===== src/rtl/attn_core_seq.sv =====
// attn_core_seq: drives the attention core instruction word; forwards host
// instructions while idle and runs kernel-load / Q-exec / drain / normalize passes.
module attn_core_seq #(
    parameter int col       = 8,
    parameter int kwait     = 4,
    parameter int drain_max = 64
) (
    input  logic        clk,
    input  logic        reset,
    input  logic        start,
    input  logic [3:0]  n_q_m1,
    input  logic [18:0] host_inst,
    output logic        host_rej,
    input  logic        ofifo_valid,
    output logic [18:0] inst,
    output logic        busy,
    output logic        done,
    output logic        err
);
    localparam logic [2:0] s_idle  = 3'd0;
    localparam logic [2:0] s_kload = 3'd1;
    localparam logic [2:0] s_kwait = 3'd2;
    localparam logic [2:0] s_qexec = 3'd3;
    localparam logic [2:0] s_drain = 3'd4;
    localparam logic [2:0] s_norm  = 3'd5;
    localparam logic [2:0] s_done  = 3'd6;
    localparam int cw = $clog2(col + kwait + drain_max + 18);

    logic [2:0]    state, state_n;
    logic [cw-1:0] cnt, cnt_n;
    logic [3:0]    nq, row, row_n;
    logic [1:0]    sub, sub_n;
    logic [18:0]   inst_n;
    logic          err_n, active, accept;

    assign active = state != s_idle && state != s_done;
    assign accept = state == s_idle && start;

    always_comb begin
        state_n = state;
        cnt_n   = cnt + 1'b1;
        row_n   = row;
        sub_n   = sub;
        inst_n  = '0;
        err_n   = err;
        case (state)
            s_idle: begin
                inst_n = start ? '0 : host_inst;
                cnt_n  = '0;
                if (start) begin
                    state_n = s_kload;
                    err_n   = 1'b0;
                end
            end
            s_kload:
                if (cnt < cw'(col)) inst_n = {3'b0, cnt[3:0], 4'b0, 8'h48};
                else begin
                    // trailing cycle keeps kernel-load asserted for the SRAM read latency
                    inst_n  = 19'h00040;
                    state_n = s_kwait;
                    cnt_n   = '0;
                end
            s_kwait:
                if (cnt == cw'(kwait - 1)) begin
                    state_n = s_qexec;
                    cnt_n   = '0;
                end
            s_qexec:
                if (cnt <= cw'(nq)) inst_n = {3'b0, cnt[3:0], 4'b0, 8'ha0};
                else begin
                    inst_n  = 19'h00080;
                    state_n = s_drain;
                    cnt_n   = '0;
                end
            s_drain:
                if (ofifo_valid) begin
                    state_n = s_norm;
                    row_n   = '0;
                    sub_n   = '0;
                end else if (cnt == cw'(drain_max - 1)) begin
                    err_n   = 1'b1;
                    state_n = s_done;
                end
            s_norm:
                case (sub)
                    2'd0: if (ofifo_valid) begin
                        inst_n = 19'h10000;
                        sub_n  = 2'd1;
                    end
                    2'd1: begin
                        inst_n = 19'h20000;
                        sub_n  = 2'd2;
                    end
                    2'd2: begin
                        inst_n = 19'h40000;
                        sub_n  = 2'd3;
                    end
                    default: begin
                        inst_n = {7'b0, row, 8'h01};
                        sub_n  = 2'd0;
                        row_n  = row + 1'b1;
                        if (row == nq) state_n = s_done;
                    end
                endcase
            default: state_n = s_idle;
        endcase
    end

    always_ff @(posedge clk) begin
        if (reset) begin
            state    <= s_idle;
            cnt      <= '0;
            nq       <= '0;
            row      <= '0;
            sub      <= '0;
            inst     <= '0;
            busy     <= 1'b0;
            done     <= 1'b0;
            err      <= 1'b0;
            host_rej <= 1'b0;
        end else begin
            state    <= state_n;
            cnt      <= cnt_n;
            row      <= row_n;
            sub      <= sub_n;
            inst     <= inst_n;
            err      <= err_n;
            busy     <= active || accept;
            done     <= state == s_done;
            host_rej <= active && |host_inst;
            if (accept) nq <= n_q_m1;
        end
    end
endmodule

===== config.mk =====
export PLATFORM = sky130hd
export DESIGN_NAME = attn_core_seq
export DESIGN_NICKNAME = d
export VERILOG_FILES = /design/src/rtl/attn_core_seq.sv
export SDC_FILE = /design/constraint.sdc
export NUM_CORES = 1
export LEC_CHECK = 0
export ABC_AREA = 1
export CORE_MARGIN = 4
export CORE_UTILIZATION = 53
export DETAILED_ROUTE_END_ITERATION = 7
export GPL_ROUTABILITY_DRIVEN = 0
export HOLD_SLACK_MARGIN = 0.02
export PLACE_DENSITY = 0.95
export SYNTH_ARGS = -nofsm -noshare
export SYNTH_HDL_FRONTEND = slang
export SYNTH_SLANG_ARGS = --single-unit

===== constraint.sdc =====
create_clock -name clk -period 3.4 [get_ports clk]
set_input_delay 1.02 -clock clk [delete_from_list [all_inputs] [get_ports clk]]
set_output_delay 1.02 -clock clk [all_outputs]
set_load 0.01 [all_outputs]

==> impl_summary.md, run 1 <==
CTS
The clock tree synthesis step divided the H-tree into 2 levels. The buffer levels on the longest clock path is 2. The CTS tree is done. The hold-fix buffer count after cts is 0.

The number of gates resized after cts is 0. The tree built by TritonCTS fans out to 43 sinks. The number of setup buffers added after CTS is 0.

The cell sitting at the root of the clock tree is a clkbuf_8. Clock-pin slew was measured on the worst setup and hold paths at 70 ps. In this run, CTS created clock tree buffers numbering 5.

The clock insertion delay at the later pin of the skew report is 300 ps.

Synthesis
Yosys mapped a number of flops with a built-in enable equal to 0. The synthesized netlist net count is 312. Synthesis handed over a netlist of around 270 instances. The number of different library cells used by synthesis comes to 36.

Among all flip-flop cells after synthesis, the most frequent one is dfxtp_1. The post-synthesis area per instance is approximately 7.5 um2. The largest total area in the synthesized netlist belongs to dfxtp_1. The summed instance area of the synthesized netlist is 2060 um2. For this run, asynchronously set or reset flops after synthesis account for 0%. After synthesis the netlist holds a flip-flop and latch count of between 40 and 50. The top cell type by area accounts for about two fifths of the synthesized area. The number of warnings printed during yosys synthesis is 0. Sequential elements use about two fifths of the synthesized area. Yosys attributes the largest share of cell area to dfxtp_1, nand2_1, ha_1, nor2_1, inv_1.

Floorplan
Measured along the x axis, the die boundary spans around 70 um. The floorplan step set the die height to around 70 um. The number of standard-cell rows in the floorplan is 22. Once the floorplan was initialized, standard cells occupied between 50 and 60% of the core. The core area is ~3700 um2.

The floorplan step defined a die boundary enclosing 4940 um2. 50 I/O pins were placed.

Worst setup path
In this run the worst path has a maximum fanout of 13. For the worst setup path, the data required time is 3650 ps. Walking the worst path, the cells encountered are clkdlybuf4s50_1 -> inv_1 -> nand2_1 -> a21oi_1 -> o21a_1. The source of the critical timing path is reset.

STA classifies the critical path endpoint as a flop. For this design, the slowest cell found on the critical path is clkdlybuf4s50_1. The category of the most critical setup path is input port to flop. The startpoint class of the critical path is an input port. The stage delay of the slowest cell on the critical path is around 630 ps.

Data on the critical path arrives at its endpoint at approximately 2500 ps. The launching point of the worst reg2reg path is cnt[2]$_SDFF_PP0_.

Status
The flow ran to the end, and the final reports show no timing, DRC or antenna violations.

Timing
The post-route minimum period is 2230 ps. Setup repair after global routing left no endpoint under its margin. The number of slew-limit violations in the final report is 0. The final setup skew is between 7 and 8 ps. Headroom to the max-slew limit came out at a little under three quarters.

For the pin with the worst max-slew slack, the measured transition is about 430 ps. Based on the critical path, the design can be clocked at up to ~450 MHz. The final setup TNS is 0 ps. The hold violation count in the final report is 0.

After layout, the worst path uses approximately two thirds of the clock period. Setup violations remaining at the end of the flow were counted as 0.

GRT
The all-layer global routing usage is between 20 and 25%. The global-route wire length before repair is ~8500 um. The largest net degree at the start of global routing is 20.

The number of global-route vias before repair came to 1,895. The number of antenna violations at the first check in global routing is 0. The residual overflow from global routing is 0.

Detailed routing
Summing over every cut layer, the via total after detailed routing is approximately 2,000. For this run, design rule violations remaining after detail routing come to 0. In the routed layout, each cell is associated on average with a via count of between 5 and 6.

The wire length per cell after detailed routing is between 10 and 15 um. In this run, the number of DRC markers left after iteration 0 of detailed routing was ~160. The final wirelength is between 5000 and 6000 um. In this run the remaining antenna-violating nets after routing total 0. The detailed-router iteration count before antenna repair is 4.

Power and ir drop
Overall power consumption after layout is estimated at about 0.0016 W. The static leakage is 1.15 nW. The ratio of total power to cell area is 592 nW/um2.

The largest voltage drop on the vdd net is between 0.3 and 0.4 mV.

Cells and area
Compared with the post-synthesis result, the final layout area differs by 29.7%. The proportion of layout cells with a drive suffix above 1 is 8.90%. Counting the fill cells in the layout gives about 270. The total number of nets in the final design is 363. The antenna diode instance count is 0.

Worst hold path
In this run the most critical hold path is launched from nq[0]$_SDFFE_PP0P_. The path class of the tightest hold or removal check is flop to flop.

Place
The number of input and output port buffers inserted is around 50. The half-perimeter wire length after placement is roughly 4000 um.

Flow run
Across the run, the number of max-cap violations was 0.
## power breakdown
part / switching (W) / total, W / internal [W]
combinational: 0.000375 / 0.000636 / 0.000260
clock: 0.000164 / 0.000308 / 0.000144
sequential: 0.0000543 / 0.000635 / 0.000581
## cells in the mapped netlist (3+ instances only)
cell / instances
nand4_1: 4
dfxtp_1: 43
a22oi_1: 6
xor2_1: 4
nor2_1: 36
clkbuf_1: 3
ha_1: 11
nand3_1: 11
nor3_1: 3
nand2_1: 57
nor4_1: 4
nand2_2: 3
inv_2: 9
inv_1: 28
o21ai_1: 7
a21oi_1: 19
## cell families (layout without fill, tap and decap cells)
family	Yosys count	after routing	synth area share, %
AO/OA/AOI/OAI	41	41	11.9
AND/OR/NAND/NOR	131	131	29.5
flip-flops	43	43	41.8
buffers and inverters	44	96	8.33
adder cells (fa/ha/maj)	11	11	6.69
XOR/XNOR	4	4	1.70
## worst max-delay path: cells and delay by family
| family | cells | cell delay, ps |
|---|---|---|
| AOI/OAI and AO/OA | 2 | 280 |
| and+or+nand+nor | 1 | 150 |
| buffers and inverters | 2 | 1040 |
## stage by stage
stage / area (um2) / util (%) / hold slack [ps] / cells / setup slack [ps]
after CTS: 2670 / 71.8 / 502 / 374 / 1180
after global placement: 2590 / 69.6 / 484 / 366 / 916
after detailed placement: 2590 / 69.6 / 490 / 366 / 888
final: 2670 / 71.8 / 499 / 374 / 1170
after global routing: 2670 / 71.8 / 540 / 374 / 1020
after floorplan: 2060 / - / 441 / 274 / 1630
## state kept, by name (all words and copies together) (netlist names), 2 cells and up
register  cells
cnt           7
inst         19
nq            4
row           4
state         3
sub           2
## area by class of cell
| cell class | count | area [um2] | area share (%) |
|---|---|---|---|
| flip-flops and latches | 43 | 861 | 32.3 |
| repair buffers | 50 | 498 | 18.7 |
| multi-input cells | 187 | 1020 | 38.4 |
| well taps | 48 | 60.1 | 2.25 |
| inverters | 38 | 143 | 5.35 |
| clock buffers | 7 | 76.3 | 2.86 |
| clock inverters | 1 | 5.00 | 0.188 |
## path summary, 6_finish.rpt
check                          endpoint  slack [ps]  cells past startpoint
setup reg to reg  state[1]$_SDFFE_PP0P_        1660                     11
hold reg to reg      nq[0]$_SDFFE_PP0P_         500                      2
hold / removal       nq[0]$_SDFFE_PP0P_         500                      2
setup / recovery    row[2]$_SDFFE_PP0P_        1170                      5
## metal layers
layer / vias up / share of wire [%] / GRT usage [%]
met5: - / 0 / 0
met4: 0 / 2.3 / 8.94
met3: 15 / 8.4 / 5.76
met2: 97 / 47 / 36.9
met1: 869 / 42 / 25.2
li1: 992 / - / -
## cells in the final DEF (no fill, tap or decap), drive strengths merged
master,instances
o21bai,1
nor3,4
nor4,4
nand3b,2
nor3b,2
xor2,4
clkinv,2
a22oi,7
nor2,39
dfxtp,43
nand4,4
o21a,1
nand2,60
o21ai,9
clkbuf,7
clkdlybuf4s50,49
nand3,14
or3,2
a32oi,1
a211oi,1
ha,11
inv,37
o211ai,1
a21oi,20
buf,1
Power figures use the tool's default switching activity.
==> run 2: changes to the inputs <==
--- a/config.mk
+++ b/config.mk
@@ -7,11 +7,11 @@
 export LEC_CHECK = 0
 export ABC_AREA = 1
 export CORE_MARGIN = 4
-export CORE_UTILIZATION = 53
+export CORE_UTILIZATION = 44
 export DETAILED_ROUTE_END_ITERATION = 7
 export GPL_ROUTABILITY_DRIVEN = 0
 export HOLD_SLACK_MARGIN = 0.02
-export PLACE_DENSITY = 0.95
+export PLACE_DENSITY = 0.86
 export SYNTH_ARGS = -nofsm -noshare
 export SYNTH_HDL_FRONTEND = slang
 export SYNTH_SLANG_ARGS = --single-unit
==> constraint.sdc (replaced) <==
create_clock -name clk -period 2 [get_ports clk]
set_input_delay 0.6 -clock clk [delete_from_list [all_inputs] [get_ports clk]]
set_output_delay 0.6 -clock clk [all_outputs]
set_load 0.01 [all_outputs]
==> run 2 against run 1 <==
Sequential share of layout area down 0.23 points. Wire length shrank 4.1%. Clock-buffer cell count decreased by 1. Die area increased by 18%. Register-to-register slack lost 1400 ps. Critical path type is now flop to output port. Critical endpoint is now err.
==> impl_summary.md, run 2 (synthesized netlist as in run 1, its figures left out) <==
Status
Outcome: completed (unchanged).

Place
The post-detailed-placement cell area came to 2600 um2 (was 2590 um2). The half-perimeter wire length after placement is 3790 um (was 3930 um). The number of input and output port buffers inserted is 49 (unchanged).

The number of placed instances, taps included is 371 (was 366).

Timing
The final setup violation count came to 0 (unchanged). The max-slew headroom at the worst pin is 72.8% (was 71.3%). Unrepaired setup endpoints after global routing: no (unchanged). The fraction of the cycle the final worst path needs is between 80% and 90%.

The upper clock frequency limit is between 500 and 600 MHz. The hold violation count in the final report is 0 (unchanged). The number of slew-limit violations in the final report was 0 (unchanged). The final setup TNS is 0 ps (unchanged). The final setup skew came to 3.21 ps (was 7.04 ps). After layout, the minimum clock period comes to about 1800 ps. The measured slew at the worst slew-check pin is 404 ps (was 430 ps). The final hold slack was 511 ps (was 499 ps).

Detailed routing
The final wirelength is 4920 um (was 5130 um). The first-iteration detailed-routing DRC count is 79 (was 159). The via count normalized by instance count is 5.08 (was 5.28). The remaining antenna violation count after routing was 0 (unchanged).

The highest routing layer actually used was met4 (unchanged). The detailed-routing wirelength on met1 is 2190 um (was 2150 um). The met2 routed wirelength is 2280 um (was 2430 um). The via count is 1,922 (was 1,973). The wire length per cell after detailed routing is 13.0 um (was 13.7 um). The remaining design rule violation count is 0 (unchanged).

The routed length on met3 is 367 um (was 431 um). The detailed-router iteration count before antenna repair is 4 (unchanged).

Worst setup path
The critical path capture point type is an output port (was flop). The startpoint class of the critical path was a flop (was input port). Worst path cell trace: clkdlybuf4s50_1 (was clkdlybuf4s50_1 -> inv_1 -> nand2_1 -> a21oi_1 -> o21a_1). The stage delay of the slowest cell on the critical path is 550 ps (was 630 ps).

The combined buffer and inverter count along the critical path is 1 (was 2). The arrival time at the worst endpoint came to 1200 ps (was 2480 ps). The category of the most critical setup path is flop to output port (was input port to flop). The top fanout value on the critical path is 2 (was 13). The cell with the largest stage delay on the worst path is clkdlybuf4s50_1 (unchanged).

The kind of cell adding the most delay to the critical path is buffers and inverters (unchanged). The worst endpoint required time is 1400 ps (was 3650 ps).

Cells and area
The register name with the most flops was inst (unchanged). The post-layout utilization of the core was 60.4% (was 71.8%). The flip-flop count of the largest register after layout came to 19 (unchanged). The final cell count without fillers was 378 (was 374). The leading cell type in the layout, fill and taps excluded is nand2_1 (unchanged). The total number of nets in the final design was 364 (was 363). The synthesis-to-finish area growth came to 30.6% (was 29.7%). The area of all placed cells without fillers was 2690 um2 (was 2670 um2). Most frequent cells in the layout: nand2_1, clkdlybuf4s50_1, dfxtp_1 (unchanged).

The proportion of layout cells with a drive suffix above 1 is 9.51% (was 8.90%). The antenna diode instance count is 0 (unchanged). Top flop regs: inst x19, cnt x7 (unchanged).

Power and ir drop
The internal power is 0.00170 W (was 0.000985 W). The reported net switching power was 0.000988 W (was 0.000594 W). The switching part of the total is 36.7% (was 37.6%).

The combinational share of power is 39.2% (was 40.2%). The static leakage is 1.16 nW (was 1.15 nW). The largest voltage drop on the vdd net is 0.354 mV (was 0.368 mV).

The share of total power in sequential cells was 40.1% (was 40.2%). The ratio of total power to cell area is 1000 nW/um2 (was 592 nW/um2). The proportion of power drawn by the clock network is 20.7% (was 19.5%).

Floorplan
The number of standard-cell rows in the floorplan is 24 (was 22). The total die area is 5830 um2 (was 4940 um2). The core area is 4440 um2 (was 3720 um2).

The die span in y came to 76.4 um (was 70.3 um). The count of pins on the block boundary is 50 (unchanged). The starting density of the core was 46.3% (was 55.4%).

The die width is 76.4 um (was 70.3 um).

GRT
The number of global-route vias before repair is 1,791 (was 1,895). The all-layer global routing usage is 17.4% (was 21.6%). The global-route wire length before repair is 8200 um (was 8540 um). The number of antenna violations at the first check in global routing is 0 (unchanged). The residual overflow from global routing was 0 (unchanged). The largest net degree at the start of global routing is 20 (unchanged).

CTS
The number of clock sinks was 43 (unchanged). The number of gates resized after cts is 0 (unchanged). The clock insertion delay at the later pin of the skew report came to 290 ps (was 300 ps).

The number of setup buffers added after CTS is 0 (unchanged). The total CTS buffers is 5 (unchanged). The buffer levels on the longest clock path was 2 (unchanged).

The clock root buffer is clkbuf_8 (unchanged). The CTS clock-pin slew for the worst setup and hold paths was 80 ps (was 70 ps). The hold-fix buffer count after cts was 0 (unchanged). The depth of the CTS H-tree is 2 (unchanged).

The CTS tree is done (unchanged).

Worst hold path
The class of the tightest hold or removal check is flop to flop (unchanged).

Flow run
The max-capacitance violation count is 0 (unchanged).
[run 2: changes by cell type in the layout (fill, tap and decap cells not counted), sizes merged]
cell and change:
buf +1, clkbuf -1
[run 2: power groups by stage]
stage               clock (W)  combinational [W]  sequential, W
finish               0.000556            0.00106        0.00108
global route         0.000602            0.00118        0.00110
CTS                  0.000567            0.00106        0.00108
detailed placement          0            0.00105        0.00110
global placement            0            0.00103        0.00109
floorplan                   0           0.000700        0.00110
[run 2: layout make-up]
cell class | instances | area [um2]
Fill cell | 381 | 1760
Clock buffer | 6 | 82.6
Multi-Input combinational cell | 187 | 1020
Timing Repair Buffer | 51 | 505
Clock inverter | 1 | 5.00
Tap cell | 52 | 65.1
Sequential cell | 43 | 861
Inverter | 38 | 143
[run 2: final timing paths]
path / slack, ps / endpoint / startpoint / depth (start not counted)
worst min register to register: 510 / cnt[0]$_SDFF_PP0_ / cnt[0]$_SDFF_PP0_ / 1
worst min-delay path: 510 / cnt[0]$_SDFF_PP0_ / cnt[0]$_SDFF_PP0_ / 1
worst max register to register: 260 / inst[12]$_SDFF_PP0_ / cnt[2]$_SDFF_PP0_ / 10
worst max-delay path: 200 / err / err$_SDFFE_PP0P_ / 1
[run 2: metal layers]
metal | up-vias | GRT usage (%)
li1 | 992 | -
met1 | 849 | 21.5
met2 | 71 | 28.0
met3 | 10 | 6.03
met4 | 0 | 5.98
met5 | - | 0
[run 2: metrics by stage]
stage                     setup slack, ps  power, W
after floorplan                       534   0.00180
after global placement                119   0.00212
after detailed placement             83.6   0.00215
after CTS                             190   0.00270
after global routing                  117   0.00288
final                                 201   0.00269
